<file path="config.mk">
export PLATFORM = sky130hd
export DESIGN_NAME = boot_loader
export DESIGN_NICKNAME = d
export VERILOG_FILES = /design/src/rtl/boot_loader.sv
export SDC_FILE = /design/constraint.sdc
export NUM_CORES = 1
export LEC_CHECK = 0
export BUFFER_PORTS_ARGS = -buffer_cell sky130_fd_sc_hd__buf_2
export CORE_MARGIN = 8
export CORE_UTILIZATION = 49
export CTS_CLUSTER_SIZE = 20
export DETAILED_ROUTE_END_ITERATION = 8
export PLACE_DENSITY = 0.76
export SYNTH_ARGS = -nofsm -noshare
export SYNTH_HDL_FRONTEND = slang
export SYNTH_SLANG_ARGS = --single-unit
</file>
<file path="constraint.sdc">
create_clock -name clk -period 2.1 [get_ports clk]
set_input_delay 0.315 -clock clk [delete_from_list [all_inputs] [get_ports clk]]
set_output_delay 0.315 -clock clk [all_outputs]
set_load 0.05 [all_outputs]
</file>
<file path="src/rtl/boot_loader.sv">
// Stream-driven boot loader: decodes section headers, writes payload words into NUM_CH BRAMs
// and holds the core stalled until an END header. Optional build macro: CHECKSUM_EN.
module boot_loader #(
  parameter int unsigned DATA_WIDTH = 32,
  parameter int unsigned ADDR_WIDTH = 10,
  parameter int unsigned DEPTH      = 256,
  parameter int unsigned NUM_CH     = 2
) (
  input  logic                  clk,
  input  logic                  rst,
  input  logic                  s_valid,
  output logic                  s_ready,
  input  logic [DATA_WIDTH-1:0] s_data,
  output logic [ADDR_WIDTH-1:0] mem_w_addr,
  output logic [DATA_WIDTH-1:0] mem_w_dat,
  output logic [NUM_CH-1:0]     mem_w_enb,
  output logic                  cpu_stall,
  output logic                  boot_done,
  output logic                  boot_err,
  output logic [15:0]           words_loaded
);

  localparam int unsigned CNT_W  = 16;
  localparam int unsigned CH_W   = 4;
  localparam int unsigned IDXA_W = CNT_W + 2;
  localparam logic [CH_W-1:0]  CH_END  = 4'hF;
  localparam logic [CH_W-1:0]  CH_LIM  = CH_W'(NUM_CH);
  localparam logic [CNT_W-1:0] CNT_MAX = CNT_W'(DEPTH);

`ifdef CHECKSUM_EN
  typedef enum logic [2:0] {S_HDR, S_LOAD, S_CHK, S_DONE, S_ERR} state_t;
`else
  typedef enum logic [2:0] {S_HDR, S_LOAD, S_DONE, S_ERR} state_t;
`endif

  state_t                  r_state;
  state_t                  w_nxt;
  logic                    r_s_ready;
  logic [CH_W-1:0]         r_ch;
  logic [CNT_W-1:0]        r_cnt;
  logic [CNT_W-1:0]        r_idx;
  logic [NUM_CH-1:0]       r_enb;
  logic [ADDR_WIDTH-1:0]   r_addr;
  logic [DATA_WIDTH-1:0]   r_dat;
  logic                    r_stall;
  logic                    r_done;
  logic                    r_err;
  logic [15:0]             r_words;

  logic                    w_xfer;
  logic                    w_hdr_seen;
  logic                    w_hdr_take;
  logic                    w_wr;
  logic                    w_last;
  logic [CH_W-1:0]         w_hdr_ch;
  logic [CNT_W-1:0]        w_hdr_cnt;
  logic [IDXA_W-1:0]       w_byte_addr;

  assign w_xfer      = s_valid & r_s_ready;
  assign w_hdr_ch    = s_data[DATA_WIDTH-1 -: CH_W];
  assign w_hdr_cnt   = s_data[CNT_W-1:0];
  assign w_last      = (r_idx == (r_cnt - CNT_W'(1)));
  assign w_byte_addr = {r_idx, 2'b00};

`ifdef CHECKSUM_EN
  logic [DATA_WIDTH-1:0] r_acc;
`endif

  // Next-state decode; strobes drive the datapath registers below
  always_comb begin
    w_nxt      = r_state;
    w_hdr_seen = 1'b0;
    w_hdr_take = 1'b0;
    w_wr       = 1'b0;
    case (r_state)
      S_HDR: begin
        if (w_xfer) begin
          w_hdr_seen = 1'b1;
          if (w_hdr_ch == CH_END) begin
            w_nxt = S_DONE;
          end else if ((w_hdr_ch >= CH_LIM) || (w_hdr_cnt > CNT_MAX)) begin
            w_nxt = S_ERR;
          end else if (w_hdr_cnt != '0) begin
            w_nxt      = S_LOAD;
            w_hdr_take = 1'b1;
          end
        end
      end
      S_LOAD: begin
        if (w_xfer) begin
          w_wr = 1'b1;
          if (w_last) begin
`ifdef CHECKSUM_EN
            w_nxt = S_CHK;
`else
            w_nxt = S_HDR;
`endif
          end
        end
      end
`ifdef CHECKSUM_EN
      S_CHK: begin
        if (w_xfer) begin
          w_nxt = (s_data == r_acc) ? S_HDR : S_ERR;
        end
      end
`endif
      S_DONE:  w_nxt = S_DONE;
      S_ERR:   w_nxt = S_ERR;
      default: w_nxt = S_ERR;
    endcase
  end

  always_ff @(posedge clk) begin
    if (rst) begin
      r_state <= S_HDR;
    end else begin
      r_state <= w_nxt;
    end
  end

  // Registered status outputs follow the next state
  always_ff @(posedge clk) begin
    if (rst) begin
      r_s_ready <= 1'b0;
      r_stall   <= 1'b1;
      r_done    <= 1'b0;
      r_err     <= 1'b0;
    end else begin
      r_s_ready <= !((w_nxt == S_DONE) || (w_nxt == S_ERR));
      r_stall   <= (w_nxt != S_DONE);
      r_done    <= (w_nxt == S_DONE);
      r_err     <= (w_nxt == S_ERR);
    end
  end

  // Section context and write-port pipeline stage
  always_ff @(posedge clk) begin
    if (rst) begin
      r_ch    <= '0;
      r_cnt   <= '0;
      r_idx   <= '0;
      r_enb   <= '0;
      r_addr  <= '0;
      r_dat   <= '0;
      r_words <= '0;
    end else begin
      r_enb <= '0;
      if (w_hdr_take) begin
        r_ch  <= w_hdr_ch;
        r_cnt <= w_hdr_cnt;
        r_idx <= '0;
      end
      if (w_wr) begin
        r_enb  <= NUM_CH'(1) << r_ch;
        r_addr <= ADDR_WIDTH'(w_byte_addr);
        r_dat  <= s_data;
        r_idx  <= r_idx + CNT_W'(1);
        if (r_words != 16'hFFFF) begin
          r_words <= r_words + 16'd1;
        end
      end
    end
  end

`ifdef CHECKSUM_EN
  // Running XOR of the current section's payload
  always_ff @(posedge clk) begin
    if (rst) begin
      r_acc <= '0;
    end else if (w_hdr_seen) begin
      r_acc <= '0;
    end else if (w_wr) begin
      r_acc <= r_acc ^ s_data;
    end
  end
`endif

  assign s_ready      = r_s_ready;
  assign mem_w_addr   = r_addr;
  assign mem_w_dat    = r_dat;
  assign mem_w_enb    = r_enb;
  assign cpu_stall    = r_stall;
  assign boot_done    = r_done;
  assign boot_err     = r_err;
  assign words_loaded = r_words;

endmodule

</file>
# [Word level (Yosys, flattened, before mapping)]
# Index checks and enable logic that the tools add are counted.
[totals] ff_bits=101 input_bits=35 out_inout_bits=64 elab_cells=52
[classes] add_sub_neg=3 n_lt_le_gt_ge=2 eq_ne=8 n_shift=1 n_mux=16 bitwise=2 reduce_logical=8
[op_table] op="16-bit by 1-bit adder with 16-bit output, second input constant" count=2
[op_table] op="16-bit two-way mux" count=2
[op_table] op="3-bit two-way mux" count=6
[op_table] op="16-bit == test" count=1
[op_table] op="16-bit by 9-bit > comparator with 1-bit output, second input constant" count=1
[op_table] op="16-bit != test, second input constant" count=1
[op_table] op="16-bit nonzero test" count=1
[op_table] op="16-bit by 1-bit subtractor with 16-bit output, second input constant" count=1
[op_table] op="3-bit by 2-bit == test with 1-bit output, second input constant" count=3
[op_table] op="3-bit case mux with 3 select lines" count=1
[op_table] op="1-bit two-way mux" count=7
[op_table] op="4-bit == test, second input constant" count=1
[op_table] op="4-bit by 2-bit greater-or-equal comparator with 1-bit output, second input constant" count=1
[op_table] op="1-bit by 4-bit << shifter with 2-bit output, first input constant" count=1
[op_table] op="3-bit by 1-bit == test with 1-bit output, second input constant" count=1
[op_table] op="3-bit zero test" count=1
[op_table] op="3-bit by 2-bit != test with 1-bit output, second input constant" count=1
[op_table] op="1-bit logical OR" count=2
[op_table] op="2-bit AND reduction" count=1
[op_table] op="2-bit nonzero test" count=1
[op_table] op="2-bit OR reduction" count=1
[op_table] op="1-bit bitwise AND" count=1
[op_table] op="1-bit zero test" count=1
[op_table] op="1-bit inverter" count=1

# [Depth between registers and ports, before layout]
# Gate-level depths: netlist of run 1.
[depth] word_depth=9 mapped_depth=9 depth_no_buf=9

# [Worst setup path before layout of run 1]
# Ideal clock, no wire load.
[synth_path] path_kind="flip-flop to flip-flop" from="reg r_s_ready, in the netlist s_ready" to="reg r_words[15], in the netlist words_loaded[15]" setup_time_ns=0.128 t_arrival_ns=2.250 required_ns=1.972 slack_ns=-0.277 stages_incl_launch_ff=8 path_buffers=0 period_less_slack_ns=2.377 cell_sequence="dfxtp_1 > nand2_1 > nor4b_2 > nand4_1 > a311oi_1 > nand4_1 > xor2_1 > nor2_1"
[synth_via] elab_chain_cells=4
[synth_rtl] item="start, declared" line="38" rtl="logic r_s_ready;"
[synth_rtl] item="start signal, assigned" line="130" rtl="r_s_ready <= !((w_nxt == S_DONE) || (w_nxt == S_ERR));"
[synth_rtl] item="1-bit bitwise AND" line="59" rtl="assign w_xfer = s_valid & r_s_ready;"
[synth_rtl] item="1-bit two-way mux" line="90" rtl="if (w_xfer) begin"
[synth_rtl] item="1-bit two-way mux" line="75" rtl="case (r_state)"
[synth_rtl] item="2-bit AND reduction (no line)"
[synth_rtl] item="end signal, assigned" line="160" rtl="r_words <= r_words + 16'd1;"
[synth_rtl] item="end, declared" line="48" rtl="logic [15:0] r_words;"
# Every way passes these cells.
# A chain may end at the register's enable or synchronous reset.

# [Worst setup path in the final report of run 1]
[layout_path] from="reg r_cnt[3]" to="reg r_done, in the netlist boot_done"
[layout_via] elab_chain_cells=6
[layout_rtl] item="start, declared" line="40" rtl="logic [CNT_W-1:0] r_cnt;"
[layout_rtl] item="start signal, assigned" line="151" rtl="r_cnt <= w_hdr_cnt;"
[layout_rtl] item="16-bit by 1-bit subtractor with 16-bit output" line="62" rtl="assign w_last = (r_idx == (r_cnt - CNT_W'(1)));"
[layout_rtl] item="16-bit == test" line="62"
[layout_rtl] item="3-bit two-way mux" line="92" rtl="if (w_last) begin"
[layout_rtl] item="3-bit two-way mux" line="90"
[layout_rtl] item="3-bit case mux with 3 select lines" line="75"
[layout_rtl] item="3-bit by 2-bit == test with 1-bit output" line="132" rtl="r_done <= (w_nxt == S_DONE);"
[layout_rtl] item="end signal, assigned" line="132"
[layout_rtl] item="end, declared" line="46" rtl="logic r_done;"
# Every way passes these cells.

==> impl_summary.log, run 1 <==
[metrics] max-slew violation count: 0
[metrics] main flop type after synthesis: sky130_fd_sc_hd__dfxtp_1
[metrics] Post-synth EDFFs: 0
[metrics] Peak VDD IR: 0.3845 mV
[metrics] synthesized cell area: 4389 um2
[metrics] H-tree level count: 3
[metrics] Clk Tree Root Cell: sky130_fd_sc_hd__clkbuf_8
[metrics] Layout Skew: 14.46 ps
[metrics] Worst EP required: 2410 ps
[metrics] Final Net Count: 693
[metrics] clock network fraction of total power: 37.3%
[metrics] design internal power: 2.549 mW
[metrics] met3 Usage GRT: 3.301%
[metrics] class of the tightest hold or removal check: input port to register
[metrics] Longest Clk Path Bufs: 2
[metrics] highest-utilization routing layer at the global route stage: met2
[metrics] overall die area: 12240 um2
[metrics] via count of the first global-routing pass: 3927
[metrics] share of the cycle needed by the critical path after routing: 95.89%
[metrics] Placed Cells incl. Taps: 747
[metrics] hold path start: s_data[18]
[metrics] count of nets left with antenna violations after detail routing: 0
[metrics] RR Endpoint: boot_done$_SDFF_PP0_
[metrics] worst flop-to-flop path startpoint: r_cnt[3]$_SDFFE_PP0P_
[metrics] initial core utilization: 50.33%
[metrics] sequential-to-total area share from yosys stat: 46.07%
[metrics] # clock sinks: 101
[metrics] worst-case register-to-register setup slack: 90 ps
[metrics] fraction of final layout cells with drive strength greater than 1: 27.42%
[metrics] R2R cell count: 7
[metrics] maximum number of pins on one net before global-route repair: 53
[metrics] area of the core: 8721 um2
[metrics] Core Rows: 34
[metrics] switching power share of the total: 24.32%
[metrics] via count: 4204
[metrics] die width: 110.6 um
[metrics] Worst Hold Endpoint: mem_w_dat[18]$_SDFFE_PP0P_
[metrics] Top Ports: 99
[metrics] Remaining Overflow, GRT: 0
[metrics] number of port buffers: 96
[metrics] overall power after layout: 3.368 mW
[metrics] setup repair after global routing missed its margin: yes
[metrics] DRC errors left: 0
[metrics] non-filler instance count after layout: 768
[metrics] Psw: 0.8189 mW
[metrics] Post-Synthesis Cells: 538
[metrics] combinational power share: 5.2%
[metrics] Startpoint Class: register
[metrics] Setup crit end kind: register
[metrics] detailed placement HPWL: 8680 um
[metrics] final-report setup violation count: 0
[metrics] final WL: 11980 um
[metrics] number of stages on the worst hold path: 3
[metrics] number of inserted diodes: 0
[metrics] post-layout worst setup margin: 86.34 ps
[metrics] Final Hold Fails: 0
[metrics] clk slew on worst S/H paths: 100 ps
[metrics] sequential share of power: 57.5%
[metrics] via density per instance: 5.474
[metrics] CP Max Fanout: 6
[metrics] 1st-iter DRT viols: 313
[metrics] CTS Hold Buffers Added: 0
[metrics] CTS tree: done
[metrics] layout overhead on the synthesized area: 25.40%
[metrics] Routed WL per cell: 15.60 um
[metrics] synthesis-stage register bit count: 101
[metrics] gp weighted congestion: 0.8086
[metrics] critical path arrival: 2330 ps
[metrics] power density over cell area: 611.8 nW/um2
[metrics] Die Y: 110.6 um
[metrics] Async SR Flop Fraction: 0%
[metrics] Final min period: 2014 ps
[metrics] start-to-end type of the worst setup path: register to register
[metrics] TritonCTS Buffers: 9
[metrics] outcome: finished clean
[metrics] Avg Synthesized Cell Area: 8.158 um2
[metrics] normalized max-slew margin: 61.65%
[metrics] number of distinct standard cells referenced by the synthesized netlist: 48
[metrics] Setup Slack @ Placement: -344.7 ps
[metrics] Worst-Margin Slew: 573.2 ps
[metrics] met1 layer usage reported by global route: 22.04%
[metrics] number of optimization iterations in the first detailed-route pass: 5
[metrics] max-cap viol count: 0
[metrics] global-route usage over all layers: 18.25%
[metrics] leakage power total: 2.246 nW
[metrics] f_max: 0.4966 GHz
[metrics] Setup Total Neg Slack: 0 ps
[metrics] source-to-sink clock delay at the later pin of the worst-skew pair: 370 ps
[metrics] global-route wire length before repair: 18910 um
[metrics] met2 usage: 31.32%
[metrics] count of warnings emitted by yosys: 0
[metrics] initial antenna violation count: 0
[through the flow]
stage	cell area (um2)	util, %	hold slack [ps]
final	5504	63.11	172.4
after global placement	5177	59.37	421.0
after global routing	5504	63.11	173.7
after CTS	5376	61.65	162.7
after floorplan	4419	-	402.9
after detailed placement	5177	59.37	437.0
[final cells by class]
cell class	instances	area (um2)
repair buffers	134	789.5
clock inverters	6	71.32
multi-input cells	406	2338
inverters	3	11.26
clock buffers	10	127.6
fillers	737	3217
well taps	108	135.1
flip-flops and latches	101	2031
[cell families after synthesis]
group / after synthesis / synth area share, %
xor+xnor: 34 / 6.784
flops: 101 / 46.07
compound gates: 101 / 13.17
buf+inv: 33 / 3.050
fa+ha+maj: 3 / 0.8553
simple gates: 260 / 28.82
mux: 5 / 1.169
other cells: 1 / 0.08544
[critical path, cell delays in order (launching register included)]
cell and delay (ps):
sky130_fd_sc_hd__dfxtp_2 350, sky130_fd_sc_hd__nor4_4 290, sky130_fd_sc_hd__buf_4 190, sky130_fd_sc_hd__nand2_2 100, sky130_fd_sc_hd__or4_4 530, sky130_fd_sc_hd__nand3_2 110, sky130_fd_sc_hd__a41o_1 260, sky130_fd_sc_hd__and2_1 140
[sequential cells by signal, indices dropped and copies added, names as in the netlist]
register and cells:
r_idx 16, mem_w_enb 2, mem_w_addr 8, boot_done 1, boot_err 1, words_loaded 16
cpu_stall 1, mem_w_dat 32, r_cnt 16, r_state 3, r_ch 4, s_ready 1
[what timing repair did]
action,CTS,global route
setup endpoints to repair,0,23
endpoints found under the hold margin,0,0
resized for setup,0,25
buffers inserted,0,5
[cells in the mapped netlist (all sizes together), types with 5 or more instances]
cell type  number  area share (%)
nand2         124              11
dfxtp         101              46
a21oi          68             7.8
nor2           47             4.0
clkbuf         26             2.2
xnor2          24             4.8
and2           15             2.1
nand3          14             1.6
o21ai          12             1.4
xor2           10             2.0
and3            9             1.3
nand4           8             1.1
nor4            8             1.9
nand3b          7             1.2
a311oi          6             1.2
and4            5             1.0
nor3            5            0.57
[layout by cell type (no fill, tap or decap), types with 3 or more instances in the layout]
master | netlist | final
sky130_fd_sc_hd__or4_4 | 1 | 4
sky130_fd_sc_hd__nor2b_1 | 4 | 4
sky130_fd_sc_hd__conb_1 | 1 | 3
sky130_fd_sc_hd__nor4_2 | 3 | 3
sky130_fd_sc_hd__nor3_1 | 5 | 3
sky130_fd_sc_hd__nor2_2 | 0 | 4
sky130_fd_sc_hd__a31oi_1 | 3 | 3
sky130_fd_sc_hd__buf_6 | 0 | 3
sky130_fd_sc_hd__and2_1 | 15 | 15
sky130_fd_sc_hd__and3_1 | 9 | 8
sky130_fd_sc_hd__nand4b_1 | 4 | 4
sky130_fd_sc_hd__dfxtp_2 | 0 | 4
sky130_fd_sc_hd__and4_1 | 4 | 4
sky130_fd_sc_hd__nand3_1 | 14 | 13
sky130_fd_sc_hd__buf_4 | 2 | 34
sky130_fd_sc_hd__nor2_1 | 47 | 43
sky130_fd_sc_hd__nor4_1 | 4 | 3
sky130_fd_sc_hd__nand4_1 | 8 | 8
sky130_fd_sc_hd__buf_2 | 2 | 96
sky130_fd_sc_hd__a21oi_1 | 68 | 68
sky130_fd_sc_hd__mux2i_1 | 4 | 4
sky130_fd_sc_hd__nand3b_1 | 7 | 7
sky130_fd_sc_hd__xnor2_1 | 24 | 24
sky130_fd_sc_hd__o21ai_0 | 12 | 11
sky130_fd_sc_hd__nand2_1 | 123 | 122
sky130_fd_sc_hd__clkbuf_8 | 0 | 9
sky130_fd_sc_hd__a311oi_1 | 6 | 5
sky130_fd_sc_hd__dfxtp_1 | 101 | 96
sky130_fd_sc_hd__inv_1 | 3 | 3
sky130_fd_sc_hd__xor2_1 | 10 | 10
[how the worst max path moves through the flow]
stage / cells after the start / endpoint / from
4_1_cts: 8 / boot_done$_SDFF_PP0_ / r_cnt[0]$_SDFFE_PP0P_
3_3_place_gp: 8 / r_cnt[0]$_SDFFE_PP0P_ / s_data[13]
5_1_grt: 8 / boot_done$_SDFF_PP0_ / s_data[9]
2_1_floorplan: 7 / boot_err$_SDFF_PP0_ / s_data[13]
6_report: 7 / boot_done$_SDFF_PP0_ / r_cnt[3]$_SDFFE_PP0P_
3_5_place_dp: 8 / r_cnt[0]$_SDFFE_PP0P_ / s_data[13]
[power by group through the flow]
stage	sequential (mW)	combinational (mW)	clock, mW
finish	1.94	0.174	1.26
global route	1.94	0.188	1.35
CTS	1.94	0.170	1.28
detailed placement	1.98	0.170	0
global placement	1.98	0.166	0
floorplan	2.01	0.0663	0
[metal layers]
| layer | vias up | share of wire [%] | routed length, um |
|---|---|---|---|
| met3 | 20 | 5.6 | 666 |
| met5 | - | 0 | 0 |
| met2 | 122 | 52 | 6206 |
| met4 | 0 | 2.0 | 238 |
| li1 | 2064 | - | - |
| met1 | 1998 | 41 | 4872 |
No activity file was read; power rests on OpenSTA's default activity.
==> run 2: changes to the inputs <==
- ABC_AREA: not set -> 0
- RECOVER_POWER: not set -> 100
==> impl_summary.log, run 2 (synthesis results as in run 1) <==
[metrics] outcome: finished clean
[metrics] max-slew violation count: 0
[metrics] number of optimization iterations in the first detailed-route pass: 5
[metrics] Final Hold Fails: 0
[metrics] Max stage delay cell, worst path: sky130_fd_sc_hd__or4_4
[metrics] critical path arrival: 2320 ps
[metrics] number of port buffers: 96
[metrics] Worst-Margin Slew: 657.7 ps
[metrics] combinational power share: 5.1%
[metrics] overall die area: 12240 um2
[metrics] RR Endpoint: boot_done$_SDFF_PP0_
[metrics] Final min period: 2009 ps
[metrics] detailed-routed wire length on met2: 6188 um
[metrics] power density over cell area: 619.0 nW/um2
[metrics] delay of the slowest cell on the worst path: 530 ps
[metrics] via count: 4189
[metrics] initial core utilization: 50.33%
[metrics] Peak VDD IR: 0.3834 mV
[metrics] max layer used: met4
[metrics] Placed Cells incl. Taps: 747
[metrics] TritonCTS Buffers: 9
[metrics] Psw: 0.8172 mW
[metrics] source of the critical timing path: r_cnt[3]$_SDFFE_PP0P_
[metrics] detailed-route wire length on metal 1: 5051 um
[metrics] Crit path max-delay family: simple AND/OR/NAND/NOR gates
[metrics] CTS tree: done
[metrics] Die Y: 110.6 um
[metrics] via density per instance: 5.454
[metrics] Core Rows: 34
[metrics] Clk Tree Root Cell: sky130_fd_sc_hd__clkbuf_8
[metrics] initial antenna violation count: 0
[metrics] DRC errors left: 0
[metrics] switching power share of the total: 24.30%
[metrics] sequential share of power: 57.6%
[metrics] Met3 Wirelength: 514 um
[metrics] Final Net Count: 693
[metrics] count of nets left with antenna violations after detail routing: 0
[metrics] setup repair after global routing missed its margin: yes
[metrics] CP Max Fanout: 6
[metrics] die width: 110.6 um
[metrics] most common cell after layout, fill and taps aside: sky130_fd_sc_hd__nand2_1
[metrics] maximum number of pins on one net before global-route repair: 53
[metrics] class of the tightest hold or removal check: input port to register
[metrics] start-to-end type of the worst setup path: register to register
[metrics] Longest Clk Path Bufs: 2
[metrics] global-route wire length before repair: 18910 um
[metrics] via count of the first global-routing pass: 3927
[metrics] max-cap viol count: 0
[metrics] highest-count cells in the layout ignoring fill and taps: sky130_fd_sc_hd__nand2_1, sky130_fd_sc_hd__dfxtp_1, sky130_fd_sc_hd__a21oi_1
[metrics] f_max: 0.4976 GHz
[metrics] H-tree level count: 3
[metrics] final-report setup violation count: 0
[metrics] Startpoint Class: register
[metrics] R2R cell count: 7
[metrics] normalized max-slew margin: 56.34%
[metrics] layout overhead on the synthesized area: 23.80%
[metrics] hold path start: s_data[18]
[metrics] CP Cell Sequence: nor4_4 -> buf_4 -> nand2_2 -> or4_4 -> nand3_2 -> a41o_1 -> and2_1
[metrics] gp weighted congestion: 0.8086
[metrics] Layout Skew: 13.77 ps
[metrics] Top Ports: 99
[metrics] design internal power: 2.546 mW
[metrics] Routed WL per cell: 15.55 um
[metrics] share of the cycle needed by the critical path after routing: 95.69%
[metrics] Worst EP required: 2410 ps
[metrics] Setup crit end kind: register
[metrics] global-route usage over all layers: 18.25%
[metrics] max FFs per register: 32
[metrics] detailed placement HPWL: 8680 um
[metrics] worst flop-to-flop path startpoint: r_cnt[3]$_SDFFE_PP0P_
[metrics] final WL: 11950 um
[metrics] Worst Hold Endpoint: mem_w_dat[18]$_SDFFE_PP0P_
[metrics] source-to-sink clock delay at the later pin of the worst-skew pair: 370 ps
[metrics] number of stages on the worst hold path: 3
[metrics] fraction of final layout cells with drive strength greater than 1: 18.94%
[metrics] clk slew on worst S/H paths: 100 ps
[metrics] Cell Area, Placed: 5177 um2
[metrics] non-filler instance count after layout: 768
[metrics] area of the core: 8721 um2
[metrics] Remaining Overflow, GRT: 0
[metrics] 1st-iter DRT viols: 356
[metrics] clock network fraction of total power: 37.3%
[metrics] number of inserted diodes: 0
[metrics] leakage power total: 2.003 nW
[metrics] # clock sinks: 101
[metrics] final standard cell area without fillers: 5434 um2
[metrics] Crit path buffers/inverters: 1
[metrics] worst-case register-to-register setup slack: 90 ps
==> run 2: changes by cell type in the layout (fill, tap and decap cells not counted) <==
cell,previous run,this run
sky130_fd_sc_hd__clkbuf_1,1,57
sky130_fd_sc_hd__buf_2,96,40
==> run 2: worst max-delay path by stage <==
stage                             to  slack [ps]  depth (start not counted)
6_report        boot_done$_SDFF_PP0_          90                          7
4_1_cts         boot_done$_SDFF_PP0_          20                          8
3_3_place_gp   r_cnt[0]$_SDFFE_PP0P_        -280                          8
2_1_floorplan    boot_err$_SDFF_PP0_           2                          7
5_1_grt         boot_done$_SDFF_PP0_         -20                          8
3_5_place_dp   r_cnt[0]$_SDFFE_PP0P_        -340                          8
==> run 2: metrics by stage <==
stage	setup TNS (ps)	hold WS (ps)	util, %	worst slack (ps)	power [mW]
floorplan	0	402.9	-	1.815	2.074
global placement	-6104	421.0	59.37	-278.5	2.148
detailed placement	-9731	437.0	59.37	-344.7	2.152
CTS	0	162.7	61.65	15.50	3.388
global route	-47.25	173.7	62.31	-18.70	3.478
finish	0	173.2	62.31	90.51	3.364
==> run 2: final cells by class <==
cell class / instances / area (um2)
clock buffers: 10 / 127.6
inverters: 3 / 11.26
clock inverters: 6 / 71.32
flip-flops and latches: 101 / 2031
multi-input cells: 406 / 2338
well taps: 108 / 135.1
fillers: 770 / 3287
repair buffers: 134 / 719.4
==> run 2: routing by layer <==
metal  track usage, %  vias to the layer above
li1                 -                     2067
met1            22.04                     2005
met2            31.32                      100
met3            3.301                       17
met4            6.937                        0
met5                0                        -
==> run 2: worst register-to-register path, stage by stage, from the launching register on <==
cell,delay [ps]
sky130_fd_sc_hd__dfxtp_2,350
sky130_fd_sc_hd__nor4_4,290
sky130_fd_sc_hd__buf_4,190
sky130_fd_sc_hd__nand2_2,100
sky130_fd_sc_hd__or4_4,530
sky130_fd_sc_hd__nand3_2,110
sky130_fd_sc_hd__a41o_1,250
sky130_fd_sc_hd__and2_1,140
==> run 2: repair_timing <==
| item | in CTS | in global routing |
|---|---|---|
| hold endpoints to repair | 0 | 0 |
| hold buffers | 0 | 0 |
| gates resized for setup | 0 | 25 |
| buffers inserted | 0 | 5 |
| setup endpoints to repair | 0 | 23 |
==> run 2: power by group through the flow <==
stage / logic, mW / clock network [mW] / registers, mW
finish: 0.172 / 1.25 / 1.94
global route: 0.186 / 1.35 / 1.94
CTS: 0.170 / 1.28 / 1.94
detailed placement: 0.170 / 0 / 1.98
global placement: 0.166 / 0 / 1.98
floorplan: 0.0663 / 0 / 2.01
